<file path="src/rtl/tmp75b_mon_if.sv">
// Sample/result bundle between the TMP75B read controller, this monitor and
// the status/fan-control consumers.
interface tmp75b_mon_if;
  logic        [15:0] raw_temp;
  logic               raw_valid;
  logic               clr_minmax;
  logic signed [11:0] temp_cur;
  logic signed [11:0] temp_avg;
  logic signed [11:0] temp_min;
  logic signed [11:0] temp_max;
  logic               out_valid;
  logic               alarm;
  logic               stale;

  modport master (
    output raw_temp, raw_valid, clr_minmax,
    input  temp_cur, temp_avg, temp_min, temp_max, out_valid, alarm, stale
  );

  modport slave (
    input  raw_temp, raw_valid, clr_minmax,
    output temp_cur, temp_avg, temp_min, temp_max, out_valid, alarm, stale
  );
endinterface

</file>
<file path="src/rtl/tmp75b_temp_monitor.sv">
// TMP75B temperature post-processing: average, min/max, hysteresis alarm and
// stale watchdog. Define TMP75B_MON_AVG_EN to enable the 4-sample moving average.
//
// state | meaning
// EMPTY | no sample since reset, window unloaded
// RUN   | window holds the last 4 samples
module tmp75b_temp_monitor #(
  parameter logic signed [11:0] T_HIGH         = 12'sd1280,
  parameter logic signed [11:0] T_LOW          = 12'sd1200,
  parameter logic        [31:0] TIMEOUT_CYCLES = 32'd100_000_000
) (
  input  logic         clk,
  input  logic         rst,
  tmp75b_mon_if.slave  bus
);

  logic signed [11:0] s;
  logic signed [11:0] avg_next;
  logic               s1_valid;
  logic               s1_init;
  logic               init_pend;
  logic        [31:0] wd_cnt;
  logic               unused_lsbs;

  assign s           = bus.raw_temp[15:4];
  assign unused_lsbs = ^bus.raw_temp[3:0];
  assign bus.stale   = (wd_cnt == TIMEOUT_CYCLES);

`ifdef TMP75B_MON_AVG_EN
  typedef enum logic {EMPTY, RUN} win_state_t;
  win_state_t         state;
  logic signed [11:0] win [4];
  logic signed [13:0] sum;

  // sum[13:2] is sum >>> 2 truncated; the quotient always fits 12 bits.
  assign avg_next = sum[13:2];
`else
  assign avg_next = bus.temp_cur;
`endif

  always_ff @(posedge clk) begin
    if (rst) begin
      bus.temp_cur  <= '0;
      bus.temp_avg  <= '0;
      bus.temp_min  <= '0;
      bus.temp_max  <= '0;
      bus.out_valid <= 1'b0;
      bus.alarm     <= 1'b0;
      s1_valid      <= 1'b0;
      s1_init       <= 1'b0;
      init_pend     <= 1'b1;
      wd_cnt        <= '0;
`ifdef TMP75B_MON_AVG_EN
      state <= EMPTY;
      sum   <= '0;
      for (int i = 0; i < 4; i++) win[i] <= '0;
`endif
    end else begin
      s1_valid      <= bus.raw_valid;
      bus.out_valid <= s1_valid;

      if (bus.raw_valid) begin
        bus.temp_cur <= s;
        s1_init      <= init_pend | bus.clr_minmax;
        init_pend    <= 1'b0;
`ifdef TMP75B_MON_AVG_EN
        case (state)
          EMPTY: begin
            for (int i = 0; i < 4; i++) win[i] <= s;
            sum   <= {s, 2'b00};
            state <= RUN;
          end
          default: begin
            win[0] <= s;
            for (int i = 1; i < 4; i++) win[i] <= win[i-1];
            sum   <= sum + {{2{s[11]}}, s} - {{2{win[3][11]}}, win[3]};
            state <= RUN;
          end
        endcase
`endif
      end else if (bus.clr_minmax) begin
        init_pend <= 1'b1;
      end

      if (s1_valid) begin
        bus.temp_avg <= avg_next;
        if (s1_init) begin
          bus.temp_min <= bus.temp_cur;
          bus.temp_max <= bus.temp_cur;
        end else begin
          if (bus.temp_cur < bus.temp_min) bus.temp_min <= bus.temp_cur;
          if (bus.temp_cur > bus.temp_max) bus.temp_max <= bus.temp_cur;
        end
        if (avg_next >= T_HIGH)     bus.alarm <= 1'b1;
        else if (avg_next <= T_LOW) bus.alarm <= 1'b0;
      end

      if (bus.raw_valid)                wd_cnt <= '0;
      else if (wd_cnt != TIMEOUT_CYCLES) wd_cnt <= wd_cnt + 32'd1;
    end
  end

endmodule
</file>
<file path="src/flat_wrapper.sv">
// flat-port wrapper written by rule: the top's interface ports become plain ports
module tmp75b_temp_monitor_flat 
#(
  parameter logic signed [11:0] T_HIGH         = 12'sd1280,
  parameter logic signed [11:0] T_LOW          = 12'sd1200,
  parameter logic        [31:0] TIMEOUT_CYCLES = 32'd100_000_000
)
  (clk, rst, bus_raw_temp, bus_raw_valid, bus_clr_minmax, bus_temp_cur, bus_temp_avg, bus_temp_min, bus_temp_max, bus_out_valid, bus_alarm, bus_stale);
  tmp75b_mon_if bus_i ();
  input  logic clk;
  input  logic rst;
  input wire logic [$bits(bus_i.raw_temp)-1:0] bus_raw_temp;
  input wire logic [$bits(bus_i.raw_valid)-1:0] bus_raw_valid;
  input wire logic [$bits(bus_i.clr_minmax)-1:0] bus_clr_minmax;
  output wire logic [$bits(bus_i.temp_cur)-1:0] bus_temp_cur;
  output wire logic [$bits(bus_i.temp_avg)-1:0] bus_temp_avg;
  output wire logic [$bits(bus_i.temp_min)-1:0] bus_temp_min;
  output wire logic [$bits(bus_i.temp_max)-1:0] bus_temp_max;
  output wire logic [$bits(bus_i.out_valid)-1:0] bus_out_valid;
  output wire logic [$bits(bus_i.alarm)-1:0] bus_alarm;
  output wire logic [$bits(bus_i.stale)-1:0] bus_stale;
  assign bus_i.raw_temp = bus_raw_temp;
  assign bus_i.raw_valid = bus_raw_valid;
  assign bus_i.clr_minmax = bus_clr_minmax;
  assign bus_temp_cur = bus_i.temp_cur;
  assign bus_temp_avg = bus_i.temp_avg;
  assign bus_temp_min = bus_i.temp_min;
  assign bus_temp_max = bus_i.temp_max;
  assign bus_out_valid = bus_i.out_valid;
  assign bus_alarm = bus_i.alarm;
  assign bus_stale = bus_i.stale;
  tmp75b_temp_monitor #(.T_HIGH(T_HIGH), .T_LOW(T_LOW), .TIMEOUT_CYCLES(TIMEOUT_CYCLES)) u_core (.clk(clk), .rst(rst), .bus(bus_i));
endmodule
</file>
<file path="config.mk">
export PLATFORM = sky130hd
export DESIGN_NAME = tmp75b_temp_monitor_flat
export DESIGN_NICKNAME = d
export VERILOG_FILES = /design/src/rtl/tmp75b_mon_if.sv /design/src/rtl/tmp75b_temp_monitor.sv /design/src/flat_wrapper.sv
export SDC_FILE = /design/constraint.sdc
export NUM_CORES = 1
export LEC_CHECK = 0
export CAP_MARGIN = 40
export CORE_MARGIN = 5
export CORE_UTILIZATION = 53
export CTS_CLUSTER_DIAMETER = 40
export DETAILED_ROUTE_END_ITERATION = 7
export PLACE_DENSITY = 0.8
export SYNTH_ARGS = -nofsm -noshare
export SYNTH_HDL_FRONTEND = slang
export SYNTH_SLANG_ARGS = --single-unit
</file>
<file path="constraint.sdc">
create_clock -name clk -period 3.1 [get_ports clk]
set_clock_uncertainty 0.2 [all_clocks]
set_input_delay 0.62 -clock clk [delete_from_list [all_inputs] [get_ports clk]]
set_output_delay 0.62 -clock clk [all_outputs]
set_load 0.005 [all_outputs]
</file>
; After elaboration in Yosys (flattened, before gate mapping)
; Index checks and enable logic that the tools add are counted.
[totals]
register_bits = 85
output_inout_bits = 51
word_cells = 34
[classes]
n_addsub = 1
order_cmp = 4
n_eq_ne = 2
n_mux = 8
bitwise = 1
reduce_logical = 8
[op_table]
columns = op, n
row1 = 12-bit two-way mux, 4
row2 = 32-bit by 1-bit adder with 32-bit output (second input constant), 1
row3 = 32-bit by 27-bit equality test with 1-bit output (second input constant), 1
row4 = 32-bit by 27-bit != test with 1-bit output (second input constant), 1
row5 = 12-bit greater-or-equal comparator (second input constant), 1
row6 = 12-bit greater-than comparator, 1
row7 = 12-bit less-or-equal comparator (second input constant), 1
row8 = 12-bit less-than comparator, 1
row9 = 2-bit nonzero test, 4
row10 = 2-bit AND reduction, 3
row11 = 1-bit two-way mux, 4
row12 = 2-bit OR reduction, 1
row13 = 1-bit OR, 1

; Longest topological paths before layout
[logic_depth]
word_depth = 3
depth_mapped = 9
ltp_nobuf = 8

; Worst setup path after synthesis
; No wires, ideal clock.
[synth_timing]
kind = register to register
startpoint = reg u_core.bus.temp_cur[2]
endpoint = reg u_core.bus.temp_max[10]
arrival_time_ns = 2.043
t_required_ns = 2.772
slack_ns = 0.729
path_stages_with_launch = 9
path_buffers = 1
period_less_slack_ns = 2.371
path_cell_list = dfxtp_1 ha_1 a21oi_1 o221ai_1 a2111o_1 o211ai_1 buf_4 mux2i_1 nor2_1
[synth_via]
elab_chain_len = 3
[synth_rtl]
columns = item, line
row1 = "start, declared", tmp75b_mon_if.sv:22  ; output temp_cur, temp_avg, temp_min, temp_max, out_valid, alarm, stale
row2 = "start signal, assigned", tmp75b_temp_monitor.sv:63  ; bus.temp_cur <= s;
row3 = 12-bit greater-than comparator, tmp75b_temp_monitor.sv:92  ; if (bus.temp_cur > bus.temp_max) bus.temp_max <= bus.temp_cur;
row4 = 2-bit nonzero test (no source line), n/a
row5 = 2-bit AND reduction (no source line), n/a
row6 = "end signal, assigned", tmp75b_temp_monitor.sv:89  ; bus.temp_max <= bus.temp_cur;
row7 = "end signal, assigned", tmp75b_temp_monitor.sv:92
row8 = "end, declared", tmp75b_mon_if.sv:22
; No other way between the ends.
; A chain may end at the register's enable or synchronous reset.

; Worst setup path after layout
[layout_timing]
startpoint = reg u_core.wd_cnt[17]
endpoint = out bus_stale
[layout_via]
elab_chain_len = 1
[layout_rtl]
columns = item, line
row1 = "start, declared", tmp75b_temp_monitor.sv:22  ; logic [31:0] wd_cnt;
row2 = "start signal, assigned", tmp75b_temp_monitor.sv:99  ; else if (wd_cnt != TIMEOUT_CYCLES) wd_cnt <= wd_cnt + 32'd1;
row3 = 32-bit by 27-bit equality test with 1-bit output, tmp75b_temp_monitor.sv:27  ; assign bus.stale = (wd_cnt == TIMEOUT_CYCLES);
row4 = "end, declared", flat_wrapper.sv:21  ; output wire logic [$bits(bus_i.stale)-1:0] bus_stale;
; No other way between the ends.

==> results.py <==
metrics = {
    "floorplanning": {
        "placementRows": 32,
        "io_pins": 71,
        "die_x_um": 97.72,
        "initial_core_util_pct": 53.60,
        "die_h_um": 97.72,
        "coreArea_mm2": 0.007607,
        "fp.dieArea_mm2": 0.009548,
    },
    "grt": {
        "busiest_layer": "met2",
        "grt_util_met3_pct": 3.374,
        "grt_pass1_wl_um": 15080,
        "grt_max_degree": 66,
        "met1_usage_pct": 26.63,
        "overflow": 0,
        "antenna_found_initial": 0,
        "grt_pass1_vias": 3153,
        "use_met2_pct": 29.63,
        "grt_use_total_pct": 19.20,
    },
    "placed_design": {
        "gp_congestion": 0.8270,
        "port_buffers": 66,
        "place_ws_ns": 0.2933,
        "hpwl_um": 6517,
    },
    "synth": {
        "ys_async_sr_fraction_pct": 0,
        "synth_area_mm2": 0.004078,
        "ys_warn_count": 0,
        "yosysUniqueCellTypes": 51,
        "syn_inst": 442,
        "seq_area_frac_synth_pct": 41.73,
        "synth_top_flop_cell": "dfxtp_1",
        "synth-edff-count": 0,
        "syn_area_per_cell_um2": 9.225,
        "ys_ff_latch": 85,
        "syn_nets": 487,
    },
    "cells_and_area": {
        "drive_above_1_share_pct": 6.445,
        "fillCellCount": 608,
        "diodes": 0,
        "utilization_pct": 66.40,
        "area_growth_pct": 23.87,
        "fin_nets": 554,
        "multi_input_area_mm2": 0.002183,
        "seqCellArea_mm2": 0.001702,
    },
    "cts": {
        "hold_buffers": 0,
        "numClockSinks": 85,
        "cts_made_buffers": 9,
        "clock_latency_ns": 0.35,
        "cts_tree": "done",
        "cts_root_buf": "clkbuf_8",
        "clock_path_buffers": 2,
        "cts.htree.levels": 3,
        "clkTransAtPathRegs_ns": 0.08,
    },
    "timing": {
        "finalSetupViolations": 0,
        "max_freq_mhz": 333.7,
        "min_period_over_period_pct": 96.66,
        "min_period_ns": 2.996,
        "drv_slew": 0,
        "worst_slack_ns": 0.1037,
        "hold_viol": 0,
        "relSlewSlack_pct": 60.01,
        "hold_slack_ns": 0.2957,
        "worst_pin_slew_ns": 0.5998,
        "timing.setup.tns_ns": 0,
    },
    "worst_setup_path": {
        "required_ns": 2.28,
        "crit_chain": "or4b_1 -> nor3_1 -> and4_4 -> clkdlybuf4s50_1",
        "critical-path-slowest-cell": "or4b_1",
        "r2r_cells": 9,
        "cp-start-kind": "register",
        "path_delay_family": "simple AND/OR/NAND/NOR gates",
        "path_class": "reg2out",
        "worst-path-max-fanout": 5,
        "crit_path_end_kind": "output port",
        "critPathArrivalTime_ns": 2.18,
        "cp.depth": 4,
        "cpPeakStageDelay_ns": 0.51,
        "path_buf_inv": 1,
    },
    "power_and_ir_drop": {
        "power_density_mw_per_mm2": 442.2,
        "p_leak_nw": 1.984,
        "vdd_drop_max_mv": 0.2667,
    },
    "routing": {
        "drt_iter0_drc": 165,
        "routedWlPerCell_um": 14.67,
        "via_count": 3228,
        "vias_per_cell": 5.257,
        "firstDrtPassIters": 4,
        "drt-total-wl_um": 9006,
        "ant_nets": 0,
        "route.detailed.drc": 0,
    },
    "min_path": {
        "hold_depth": 2,
        "hold_path_class": "reg2reg",
    },
    "run": {
        "drv_cap": 0,
    },
    "outcome": {
        "status": "completed",
    },
}
final cells by class:
type	count	share of cell area, %
inverter	32	2.378
timing repair buffer	76	14.47
clock buffer	10	2.725
tap	102	2.527
clock inverter	4	0.9908
multi-input combinational	305	43.23
sequential	85	33.69
registers in the layout, indices dropped and copies added, names as in the netlist:
register              cells
u_core.s1_init            1
u_core.bus.temp_cur      12
u_core.wd_cnt            32
u_core.bus.temp_min      12
u_core.s1_valid           1
u_core.bus.temp_max      12
u_core.bus.alarm          1
u_core.bus.temp_avg      12
u_core.bus.out_valid      1
u_core.init_pend          1
placed cells by master, fill, tap and decap left out, drive strengths merged, types with 14 or more instances in the layout:
cell / netlist / routed
dfxtp: 85 / 85
nor2: 81 / 81
clkdlybuf4s50: 0 / 65
mux2i: 49 / 49
inv: 32 / 32
nand2b: 25 / 25
ha: 25 / 25
xor2: 20 / 20
nand2: 14 / 14
cell families after synthesis:
logic type | share of synthesized area, %
AO/OA/AOI/OAI | 4.971
multiplexers | 12.03
adder cells (fa/ha/maj) | 7.671
AND/OR/NAND/NOR | 21.79
flip-flops | 41.73
XOR/XNOR | 6.658
buffers and inverters | 5.155
timing repair:
action | CTS | global route
resized for setup | 1 | 3
pin swaps | 0 | 1
setup buffers | 0 | 0
endpoints found under the setup margin | 1 | 1
layer usage:
metal,vias up,wire (um)
met5,-,0
met3,15,377
met2,67,3999
met4,0,174
li1,1609,-
met1,1537,4455
worst reg2reg max path, cell delays in order (launching register included):
cell and delay (ns):
dfxtp_1 0.38, inv_1 0.06, ha_1 0.32, a21oi_1 0.19
o221ai_1 0.20, a2111o_1 0.45, o211ai_1 0.09, buf_4 0.27
mux2i_1 0.25, nor2_1 0.06
path summary, 6_finish.rpt:
kind / end / startpoint / slack, ns
max: bus_stale / u_core.wd_cnt[17] / 0.10
min: u_core.bus.temp_min[3] / u_core.bus.temp_min[3] / 0.30
max reg2reg: u_core.bus.temp_max[9] / u_core.bus.temp_max[2] / 0.51
min reg2reg: u_core.bus.temp_min[3] / u_core.bus.temp_min[3] / 0.30
where the power goes:
group,switching [W],internal [W],total [W],leakage (nW)
sequential,0.0000337,0.00112,0.00115,0.690
combinational,0.000151,0.000166,0.000317,1.20
clock,0.000378,0.000384,0.000762,0.0902
total,0.000563,0.00167,0.00223,1.98
stage by stage:
step / instance area (um2) / cells / total power, W
2_1_floorplan: 4078 / 442 / 0.001368
3_3_place_gp: 4846 / 600 / 0.001482
3_5_place_dp: 4846 / 600 / 0.001494
4_1_cts: 5040 / 614 / 0.002246
5_1_grt: 5051 / 614 / 0.002330
6_report: 5051 / 614 / 0.002234
cell usage after synthesis (all sizes together) (3+ instances only):
cell type  instances  share of area (%)
a21oi              7               0.86
and3              10                1.5
and4               4               0.86
buf                6               0.89
clkbuf            14                1.3
dfxtp             85                 42
ha                25                7.7
inv               32                2.9
mux2i             49                 12
nand2             14                1.3
nand2b            25                3.8
nand3             10                1.4
nand4             11                1.7
nor2              81                7.5
nor2b              3               0.46
nor3               3               0.37
nor4               3               0.98
nor4b              3               0.64
xnor2             11                2.4
xor2              20                4.3
(Power assumes the default switching activity.)
